$ cat src/rtl/pipe_hazard_ctrl_pkg.sv
// ---------------------------------------------------------------------------
// pipe_hazard_ctrl_pkg
//   Shared definitions for the pipeline hazard controller and the ID/EXE
//   pipeline register. The ID/EXE register uses the same write-enable
//   constants, so both sides share one definition of "load" and "bubble".
//
//   Contents:
//     haz_state_t    - debug FSM encoding (RUN / DATA_STALL / HILO_WAIT)
//     ID_EXE_LOAD    - ID/EXE write bus value that loads the register
//     ID_EXE_BUBBLE  - ID/EXE write bus value that inserts a bubble
//     haz_next_state - cause-to-state mapping; HI/LO wait has precedence
// ---------------------------------------------------------------------------
package pipe_hazard_ctrl_pkg;

    typedef enum logic [1:0] {
        RUN        = 2'd0,
        DATA_STALL = 2'd1,
        HILO_WAIT  = 2'd2
    } haz_state_t;

    localparam logic [2:0] ID_EXE_LOAD   = 3'b111;
    localparam logic [2:0] ID_EXE_BUBBLE = 3'b000;

    // The next state depends only on this cycle's causes, never on the
    // current state, so the unused encoding 3 falls back to RUN on its own.
    function automatic haz_state_t haz_next_state(input logic hilo_cause,
                                                  input logic data_cause);
        if (hilo_cause) begin
            return HILO_WAIT;
        end else if (data_cause) begin
            return DATA_STALL;
        end
        return RUN;
    endfunction

endpackage

$ cat src/rtl/pipe_hazard_ctrl_hilo_busy_counter.sv
// ---------------------------------------------------------------------------
// hilo_busy_counter
//   Tracks how long the multiply/divide unit keeps HI/LO busy after a
//   mult/div issues to EXE. A start reloads the counter with MD_LAT (also
//   while it is still counting); otherwise it decrements and saturates at 0.
//
//   Parameters:
//     MD_LAT   - mult/div latency in cycles after issue to EXE
//   Ports:
//     clock    in   pipeline clock, posedge
//     reset_n  in   asynchronous active-low reset; clears the count
//     md_start in   EXE holds a mult/div this cycle
//     busy     out  counter is nonzero (HI/LO result still pending)
// ---------------------------------------------------------------------------
module hilo_busy_counter #(
    parameter int MD_LAT = 4
) (
    input  logic clock,
    input  logic reset_n,
    input  logic md_start,
    output logic busy
);

    // Wide enough to hold MD_LAT itself; never narrower than one bit.
    localparam int MD_CNT_W = (MD_LAT < 1) ? 1 : $clog2(MD_LAT + 1);
    localparam logic [MD_CNT_W-1:0] MD_LOAD = MD_CNT_W'(MD_LAT);

    logic [MD_CNT_W-1:0] md_cnt_reg;
    logic [MD_CNT_W-1:0] md_cnt_next;

    always_comb begin
        md_cnt_next = md_cnt_reg;
        if (md_start) begin
            md_cnt_next = MD_LOAD;
        end else if (md_cnt_reg != '0) begin
            md_cnt_next = md_cnt_reg - 1'b1;
        end
    end

    always_ff @(posedge clock or negedge reset_n) begin
        if (!reset_n) begin
            md_cnt_reg <= '0;
        end else begin
            md_cnt_reg <= md_cnt_next;
        end
    end

    assign busy = (md_cnt_reg != '0);

endmodule

$ cat src/rtl/pipe_hazard_ctrl.sv
// ---------------------------------------------------------------------------
// pipe_hazard_ctrl
//   Hazard detection beside the ID stage. Drives the PC / IF-ID enables, the
//   IF/ID flush and the 3-bit ID/EXE write bus. Any hazard (load-use,
//   branch-operand, HI/LO busy) freezes PC and IF/ID and bubbles ID/EXE.
//   Outputs are combinational; pipeline registers sample on negedge.
//
//   Optional build macro: HAZ_PERF_CNT_EN
//     defined   - saturating stall_cycles / flush_count counters
//     undefined - both ports tied to 0, no counter flops
//
//   Parameters: REG_W (register index width), MD_LAT (mult/div latency),
//               CNT_W (perf counter width)
//   Ports:
//     clock, reset_n            clock (posedge) / async active-low reset
//     id_rs, id_rt              ID source register indices
//     id_use_rs, id_use_rt      ID instruction reads rs / rt
//     id_is_branch              ID compares operands in ID (beq/jr)
//     id_use_hilo               ID instruction is mfhi/mflo
//     id_redirect               ID resolved a taken branch / jump
//     exe_mem_read              EXE instruction is a load
//     exe_reg_write, exe_dst    EXE writes register exe_dst
//     exe_md_start              EXE holds a mult/div this cycle
//     mem_mem_read, mem_dst     MEM load targeting mem_dst
//     pc_write, if_id_write     update enables
//     if_id_flush               zero IF/ID on next update
//     id_exe_write              111 = load, 000 = bubble
//     haz_state                 previous cycle's stall cause (debug only)
//     stall_cycles, flush_count optional perf counters
// ---------------------------------------------------------------------------
module pipe_hazard_ctrl
    import pipe_hazard_ctrl_pkg::*;
#(
    parameter int REG_W  = 5,
    parameter int MD_LAT = 4,
    parameter int CNT_W  = 16
) (
    input  logic             clock,
    input  logic             reset_n,
    input  logic [REG_W-1:0] id_rs,
    input  logic [REG_W-1:0] id_rt,
    input  logic             id_use_rs,
    input  logic             id_use_rt,
    input  logic             id_is_branch,
    input  logic             id_use_hilo,
    input  logic             id_redirect,
    input  logic             exe_mem_read,
    input  logic             exe_reg_write,
    input  logic [REG_W-1:0] exe_dst,
    input  logic             exe_md_start,
    input  logic             mem_mem_read,
    input  logic [REG_W-1:0] mem_dst,
    output logic             pc_write,
    output logic             if_id_write,
    output logic             if_id_flush,
    output logic [2:0]       id_exe_write,
    output logic [1:0]       haz_state,
    output logic [CNT_W-1:0] stall_cycles,
    output logic [CNT_W-1:0] flush_count
);

    // -----------------------------------------------------------------------
    // Operand matching: source 0 = rs, source 1 = rt. $0 never matches.
    // -----------------------------------------------------------------------
    logic [REG_W-1:0] src_idx [2];
    logic [1:0]       src_use;
    logic [1:0]       match_exe;
    logic [1:0]       match_mem;

    assign src_idx[0] = id_rs;
    assign src_idx[1] = id_rt;
    assign src_use    = {id_use_rt, id_use_rs};

    generate
        for (genvar gi = 0; gi < 2; gi++) begin : g_src_match
            assign match_exe[gi] = src_use[gi] && (exe_dst != '0) &&
                                   (src_idx[gi] == exe_dst);
            assign match_mem[gi] = src_use[gi] && (mem_dst != '0) &&
                                   (src_idx[gi] == mem_dst);
        end
    endgenerate

    // -----------------------------------------------------------------------
    // Hazard causes
    // -----------------------------------------------------------------------
    logic md_busy;
    logic load_use;
    logic br_hazard;
    logic hilo_hazard;
    logic stall;
    logic flush_req;

    hilo_busy_counter #(
        .MD_LAT (MD_LAT)
    ) u_hilo_busy (
        .clock    (clock),
        .reset_n  (reset_n),
        .md_start (exe_md_start),
        .busy     (md_busy)
    );

    assign load_use = exe_mem_read && (|match_exe);

    // A branch needs its operands in ID: any EXE writer is too late, and a
    // MEM load is still too late, so a branch behind a load waits twice.
    assign br_hazard = id_is_branch &&
                       ((exe_reg_write && (|match_exe)) ||
                        (mem_mem_read  && (|match_mem)));

    // exe_md_start covers the issue cycle, before the counter has loaded.
    assign hilo_hazard = id_use_hilo && (md_busy || exe_md_start);

    assign stall = load_use || br_hazard || hilo_hazard;

    // Redirect resolved from stale operands is meaningless during a stall.
    assign flush_req = !stall && id_redirect;

    // -----------------------------------------------------------------------
    // Debug FSM: state register / next-state / outputs
    // -----------------------------------------------------------------------
    haz_state_t state_reg;
    haz_state_t state_next;

    always_ff @(posedge clock or negedge reset_n) begin
        if (!reset_n) begin
            state_reg <= RUN;
        end else begin
            state_reg <= state_next;
        end
    end

    always_comb begin
        state_next = haz_next_state(hilo_hazard, load_use || br_hazard);
    end

    // Outputs depend on the causes, not on the state; reset forces a safe
    // frozen pipeline with IF/ID held flushed.
    always_comb begin
        pc_write     = 1'b1;
        if_id_write  = 1'b1;
        if_id_flush  = flush_req;
        id_exe_write = ID_EXE_LOAD;
        if (!reset_n) begin
            pc_write     = 1'b0;
            if_id_write  = 1'b0;
            if_id_flush  = 1'b1;
            id_exe_write = ID_EXE_BUBBLE;
        end else if (stall) begin
            pc_write     = 1'b0;
            if_id_write  = 1'b0;
            if_id_flush  = 1'b0;
            id_exe_write = ID_EXE_BUBBLE;
        end
    end

    assign haz_state = state_reg;

    // -----------------------------------------------------------------------
    // Optional performance counters (saturating)
    // -----------------------------------------------------------------------
`ifdef HAZ_PERF_CNT_EN
    logic [CNT_W-1:0] stall_cycles_reg;
    logic [CNT_W-1:0] flush_count_reg;

    // flush_req equals if_id_flush whenever reset_n is high, which is the
    // only time these counters advance.
    always_ff @(posedge clock or negedge reset_n) begin
        if (!reset_n) begin
            stall_cycles_reg <= '0;
            flush_count_reg  <= '0;
        end else begin
            if (stall && (stall_cycles_reg != '1)) begin
                stall_cycles_reg <= stall_cycles_reg + 1'b1;
            end
            if (flush_req && (flush_count_reg != '1)) begin
                flush_count_reg <= flush_count_reg + 1'b1;
            end
        end
    end

    assign stall_cycles = stall_cycles_reg;
    assign flush_count  = flush_count_reg;
`else
    assign stall_cycles = '0;
    assign flush_count  = '0;
`endif

endmodule

$ cat config.mk
export PLATFORM = sky130hd
export DESIGN_NAME = pipe_hazard_ctrl
export DESIGN_NICKNAME = d
export VERILOG_FILES = /design/src/rtl/pipe_hazard_ctrl_pkg.sv /design/src/rtl/pipe_hazard_ctrl_hilo_busy_counter.sv /design/src/rtl/pipe_hazard_ctrl.sv
export SDC_FILE = /design/constraint.sdc
export NUM_CORES = 1
export LEC_CHECK = 0
export ABC_AREA = 1
export BUFFER_PORTS_ARGS = -buffer_cell sky130_fd_sc_hd__buf_2
export CAP_MARGIN = 25
export CORE_MARGIN = 8
export CORE_UTILIZATION = 40
export CTS_BUF_LIST = sky130_fd_sc_hd__clkbuf_16
export CTS_CLUSTER_DIAMETER = 100
export CTS_CLUSTER_SIZE = 16
export DETAILED_ROUTE_END_ITERATION = 10
export PLACE_DENSITY = 0.8
export REMOVE_ABC_BUFFERS = 1
export SETUP_SLACK_MARGIN = 0.02
export SYNTH_ARGS = -nofsm -noshare
export SYNTH_HDL_FRONTEND = slang
export SYNTH_HIERARCHICAL = 1
export SYNTH_SLANG_ARGS = --single-unit
export TNS_END_PERCENT = 20
$ cat constraint.sdc
create_clock -name clock -period 1.9 [get_ports clock]
set_input_delay 0.19 -clock clock [delete_from_list [all_inputs] [get_ports clock]]
set_output_delay 0.19 -clock clock [all_outputs]
set_load 0.01 [all_outputs]
==> impl_metrics.json, run 1 <==
{
  "status": "completed",
  "die_width_um": 64.60,
  "fin_tns_setup_ns": 0,
  "numClockSinks": 5,
  "io_pins": 71,
  "r2r_end": "haz_state[0]",
  "synth_seq_cells": 5,
  "muxShareOfSynthArea_pct": 0,
  "synth.yosys.seq_area_share_pct": 13.25,
  "drive_gt1_share_pct": 28.02,
  "routed_wl_um": 2442,
  "drc_errors": 0,
  "ff2ff_path_depth": 6,
  "ys_warn_count": 6,
  "yosysTopAreaCellShare_pct": 28.61,
  "grt_max_degree": 8,
  "worstSetupPathType": "register to primary output",
  "synth_cell_types": 16,
  "max_freq_ghz": 0.5605,
  "power.density_nw_per_um2": 726.5,
  "globalplace.congestion": 0.8692,
  "arrival_ns": 1.59,
  "cpPeakStageDelay_ns": 0.37,
  "hold_viol_final": 0,
  "whs_path_depth": 3,
  "syn-cell-area_um2": 944.7,
  "worstPathMaxFanout": 5,
  "port_buffers": 38,
  "holdPathEnd": "u_hilo_busy/md_cnt_reg[2]",
  "design.core.area_um2": 2233,
  "insertion_delay_ns": 0.23,
  "viasPerCell": 4.055,
  "die_y_um": 64.60,
  "syn_inst": 169,
  "synth_top_family_by_area": "buffers and inverters",
  "finalCritPeriodShare_pct": 93.90,
  "root_buffer": "clkbuf_16",
  "reg2reg_from": "u_hilo_busy/md_cnt_reg[0]",
  "fin_hold_ws_ns": 0.2121,
  "yosys.area.top_type": "buf_4",
  "slowest_stage": "dfrtp_1",
  "hold_start": "exe_md_start",
  "max-vdd-ir-drop_mv": 0.6488,
  "hpwl_um": 2097,
  "cts_max_level": 1,
  "netlist_top_cells_area": "buf_4 29%, nand2_1 19%, dfrtp_1 13%",
  "overflow": 0,
  "endpoint_kind": "primary output",
  "nets": 241,
  "rsz0062_at_grt": "false",
  "crit_required_ns": 1.71,
  "grt_pass1_vias": 970,
  "stdcell_count": 235,
  "cts.clk_slew.worst_paths_ns": 0.03,
  "synth_fa_ha_area_share_pct": 2.649,
  "num_vias": 953,
  "fin_crit_ns": 1.784,
  "place_inst": 230,
  "synth_xor_xnor_area_share_pct": 0.9272,
  "setup_viol": 0,
  "rrSetupSlack_ns": 0.70,
  "cts_setup_buffers": 0,
  "drt_iter0_markers": 75,
  "grt_pass1_wl_um": 3850,
  "cts_tree": "yes",
  "grt_usage_pct": 11.40,
  "rows": 17,
  "synth-compound-area-share_pct": 5.298,
  "hold_path_class": "input port to register",
  "clk_path_buf_depth": 2,
  "cts-buffers-inserted": 3,
  "synth-simple-area-share_pct": 37.35,
  "startpoint_type": "register",
  "cap_violations": 0,
  "antenna_left": 0,
  "avgRoutedWirePerCell_um": 10.39,
  "p_leak_nw": 0.7521,
  "crit_chain": "inv_1 -> ha_2 -> nand2_2 -> o21ai_2 -> nand3_1 -> nor2_2 -> buf_2",
  "area_delta_synth_final_pct": 17.88,
  "initial_utilization_pct": 42.30,
  "dr.pass1.iters": 4,
  "largest_register_ffs": 3,
  "clock-skew-final_ns": 0.002005,
  "fill_cells": 255,
  "maxSlewViolCount": 0,
  "antenna_found_initial": 0,
  "die_area_um2": 4173,
  "num_antenna_cells": 0,
  "avgSynthCellArea_um2": 5.590
}
cells in the mapped netlist:
library cell and count:
a21oi_2 1, buf_4 36, conb_1 1, dfrtp_1 5, ha_1 2, inv_1 19
inv_2 10, nand2_1 49, nand2_2 3, nand3_1 8, nand4_1 5, nor2_1 21
o21ai_0 2, o21ai_1 5, o22ai_1 1, xor2_1 1
worst max path at each step:
stage	slack [ns]	cells past startpoint	from	to
CTS	0.06	7	u_hilo_busy/md_cnt_reg[0]	id_exe_write[1]
detailed placement	0.16	7	u_hilo_busy/md_cnt_reg[0]	id_exe_write[1]
global route	0.03	7	u_hilo_busy/md_cnt_reg[1]	pc_write
floorplan	-0.004	6	u_hilo_busy/md_cnt_reg[0]	id_exe_write[0]
global placement	0.24	7	u_hilo_busy/md_cnt_reg[0]	id_exe_write[2]
finish	0.12	7	u_hilo_busy/md_cnt_reg[0]	id_exe_write[1]
area by class of cell:
| class | count | area, um2 | area share (%) |
|---|---|---|---|
| Clock buffer | 3 | 75.07 | 6.742 |
| Clock inverter | 1 | 3.754 | 0.3371 |
| Inverter | 29 | 108.9 | 9.775 |
| Multi-Input combinational cell | 130 | 565.5 | 50.79 |
| Sequential cell | 5 | 125.1 | 11.24 |
| Tap cell | 28 | 35.03 | 3.146 |
| Timing Repair Buffer | 39 | 200.2 | 17.98 |
critical path: cells and delay by family (launching register included):
family          cells  cell delay (ns)
buf+inv             2             0.26
simple gates        3             0.35
compound gates      1             0.17
flops               1             0.37
fa+ha+maj           1             0.23
what timing repair did:
item	in CTS	in global routing
resized for setup	2	2
endpoints found under the hold margin	5	0
setup endpoints to repair	5	6
hold buffers	1	0
cell families after synthesis:
family | count (synthesis)
compound gates | 9
xor+xnor | 1
buf+inv | 65
flops | 5
other cells | 1
simple gates | 86
fa+ha+maj | 2
routing by layer:
| metal | global-route usage [%] | part of all wire [%] | vias up |
|---|---|---|---|
| met3 | 5.155 | 7.0 | 4 |
| met1 | 13.27 | 48 | 391 |
| met5 | 0 | 0 | - |
| met2 | 16.77 | 44 | 43 |
| met4 | 6.812 | 1.6 | 0 |
| li1 | - | - | 515 |
report_power, final:
part / switching (mW) / leakage (nW) / internal [mW] / total (mW)
Sequential: 0.0147 / 0.0617 / 0.135 / 0.150
Combinational: 0.201 / 0.648 / 0.114 / 0.315
Clock: 0.0711 / 0.0423 / 0.273 / 0.344
stage by stage:
stage / total power, mW / instance area (um2) / setup slack [ns] / utilization (%)
after floorplan: 0.3537 / 790.8 / -0.003759 / -
after global placement: 0.4428 / 1016 / 0.2446 / 45.49
after detailed placement: 0.4500 / 1016 / 0.1635 / 45.49
after CTS: 0.8039 / 1107 / 0.05751 / 49.58
after global routing: 0.8721 / 1114 / 0.02763 / 49.86
final: 0.8090 / 1114 / 0.1159 / 49.86
cell usage in the layout, fill, tap and decap left out, types with 3 or more instances in the layout:
cell	n
buf_2	38
nand2_2	3
inv_1	20
nor2_1	20
o21ai_1	5
nand4_1	5
clkbuf_16	3
dfrtp_1	5
nand3_1	8
inv_2	10
conb_1	32
nand2_1	49
Power figures use the tool's default switching activity.
==> run 2: changes to the inputs <==
--- a/config.mk
+++ b/config.mk
@@ -19,6 +19,5 @@
 export SETUP_SLACK_MARGIN = 0.02
 export SYNTH_ARGS = -nofsm -noshare
 export SYNTH_HDL_FRONTEND = slang
-export SYNTH_HIERARCHICAL = 1
 export SYNTH_SLANG_ARGS = --single-unit
 export TNS_END_PERCENT = 20
==> impl_metrics.json, run 2 <==
{
  "status": "completed",
  "setup_viol": 0,
  "startpoint_type": "register",
  "netlist_top_cells_area": "buf_4 29%, nand2_1 21%, dfrtp_1 13%",
  "drt_iter0_markers": 35,
  "yosysTopAreaCellShare_pct": 28.84,
  "arrival_ns": 1.65,
  "synth.yosys.seq_area_share_pct": 13.35,
  "syn_inst": 168,
  "grt_pass1_wl_um": 3884,
  "die_y_um": 64.41,
  "nets": 243,
  "cpMostUsedCell": "inv_2",
  "clock-skew-final_ns": 0.0007423,
  "maxSlewViolCount": 0,
  "worstPathMaxFanout": 5,
  "hpwl_um": 2120,
  "design.core.area_um2": 2212,
  "hold_path_class": "input port to register",
  "root_buffer": "clkbuf_16",
  "port_buffers": 38,
  "numClockSinks": 5,
  "power.density_nw_per_um2": 737.9,
  "crit_chain": "inv_2 -> ha_4 -> inv_2 -> nor3_4 -> inv_2 -> nand2_2 -> nand3_2 -> nor2_4 -> buf_6",
  "finalCritPeriodShare_pct": 96.59,
  "grt_max_degree": 8,
  "synth.most_common_cell": "nand2_1",
  "synth_seq_cells": 5,
  "synth_edf_count": 0,
  "cts_max_level": 1,
  "rows": 17,
  "slowest_stage": "dfrtp_1",
  "final_common_cell": "nand2_1",
  "avgRoutedWirePerCell_um": 10.84,
  "syn-cell-area_um2": 937.1,
  "cts_tree": "yes",
  "grt_usage_pct": 11.12,
  "drive_gt1_share_pct": 30.62,
  "place_ws_ns": 0.1987,
  "rsz0062_at_grt": "true",
  "num_antenna_cells": 0,
  "area_delta_synth_final_pct": 27.10,
  "insertion_delay_ns": 0.22,
  "antenna_found_initial": 0,
  "fin_area_um2": 1191,
  "drc_errors": 0,
  "synth-main-ff-cell": "dfrtp_1",
  "die_area_um2": 4148,
  "setup_slack_ns": 0.06487,
  "grt_pass1_vias": 983,
  "crit_required_ns": 1.71,
  "cts.clk_slew.worst_paths_ns": 0.03,
  "synth_common_cells": "52 x nand2_1, 36 x buf_4, 23 x inv_1",
  "die_width_um": 64.41,
  "dr.pass1.iters": 4,
  "endpoint_kind": "primary output",
  "cpPeakStageDelay_ns": 0.38,
  "num_vias": 990,
  "synth_cell_types": 19,
  "synthArstFlopShare_pct": 100.0,
  "mostFrequentLayoutCells": "51 x nand2_1, 33 x buf_2, 32 x conb_1",
  "yosys.area.top_type": "buf_4",
  "globalplace.congestion": 0.8534,
  "p_leak_nw": 0.7760,
  "antenna_left": 0,
  "viasPerCell": 4.177,
  "worstSetupPathType": "register to primary output",
  "fin_crit_ns": 1.835,
  "clk_path_buf_depth": 2,
  "avgSynthCellArea_um2": 5.578,
  "max_freq_ghz": 0.5449,
  "largest_register_ffs": 3,
  "initial_utilization_pct": 42.36,
  "cts-buffers-inserted": 3,
  "cap_violations": 0,
  "post_dp_cell_area_um2": 1008,
  "overflow": 0,
  "hold_viol_final": 0,
  "ys_warn_count": 0,
  "max-vdd-ir-drop_mv": 0.7317,
  "routed_wl_um": 2568,
  "io_pins": 71,
  "rrSetupSlack_ns": 0.60
}
## run 2: logic make-up (layout without fill, tap and decap cells)
kind of cell / after synthesis / in the layout / share of synthesized area [%]
and+or+nand+nor: 82 / 82 / 35.11
buffers and inverters: 66 / 76 / 40.85
AOI/OAI and AO/OA: 12 / 12 / 7.610
DFF: 5 / 5 / 13.35
adders and majority gates: 2 / 2 / 2.670
other: 1 / 32 / 0.4001
## run 2: area by class of cell
class                   count  area (um2)
clock buffers               3       75.07
clock inverters             1       5.005
fillers                   241        1021
inverters                  30       112.6
multi-input cells         128       584.3
flip-flops and latches      5       125.1
well taps                  28       35.03
repair buffers             42       254.0
## run 2: worst paths after layout
path	from	end	cells past startpoint
min in group asynchronous	reset_n	u_hilo_busy.md_cnt_reg[2]	2
min reg2reg	u_hilo_busy.md_cnt_reg[0]	u_hilo_busy.md_cnt_reg[0]	1
max in group asynchronous	reset_n	haz_state[1]	2
max reg2reg	u_hilo_busy.md_cnt_reg[0]	haz_state[0]	9
min	exe_md_start	u_hilo_busy.md_cnt_reg[2]	3
max	u_hilo_busy.md_cnt_reg[0]	pc_write	9
## run 2: critical path, delay by kind of cell (launching register included)
family / cells / cell delay, ns
buffers and inverters: 4 / 0.34
adder cells (fa/ha/maj): 1 / 0.14
AND/OR/NAND/NOR: 4 / 0.56
flip-flops: 1 / 0.38
## run 2: stage by stage
step           util, %  cells  setup TNS [ns]  hold WS [ns]  power, mW
2_1_floorplan        -    163               0       -0.1056     0.3269
3_3_place_gp     45.59    229               0       0.02352     0.4107
3_5_place_dp     45.59    229               0       0.02338     0.4285
4_1_cts          50.00    234               0        0.2084     0.7853
5_1_grt          53.85    237         -0.2072        0.2532     0.9355
6_report         53.85    237               0        0.2275     0.8790
## run 2: metal layers
layer	vias to the layer above	track usage (%)	wire length (um)
met5	-	0	0
met3	2	2.265	145
met2	50	20.37	1317
met1	414	11.92	1067
met4	0	4.905	38
li1	524	-	-
## run 2: report_power, final
| group | switching, mW | internal [mW] | leakage, nW |
|---|---|---|---|
| clock network | 0.0690 | 0.275 | 0.0409 |
| logic | 0.214 | 0.163 | 0.673 |
| registers | 0.0229 | 0.136 | 0.0617 |
## run 2: what timing repair did
item / 4_1_cts / 5_1_grt
endpoints found under the setup margin: 5 / 5
resized for setup: 2 / 15
pin swaps: 0 / 5
hold buffers: 1 / 0
setup buffers: 0 / 3
endpoints found under the hold margin: 5 / 0
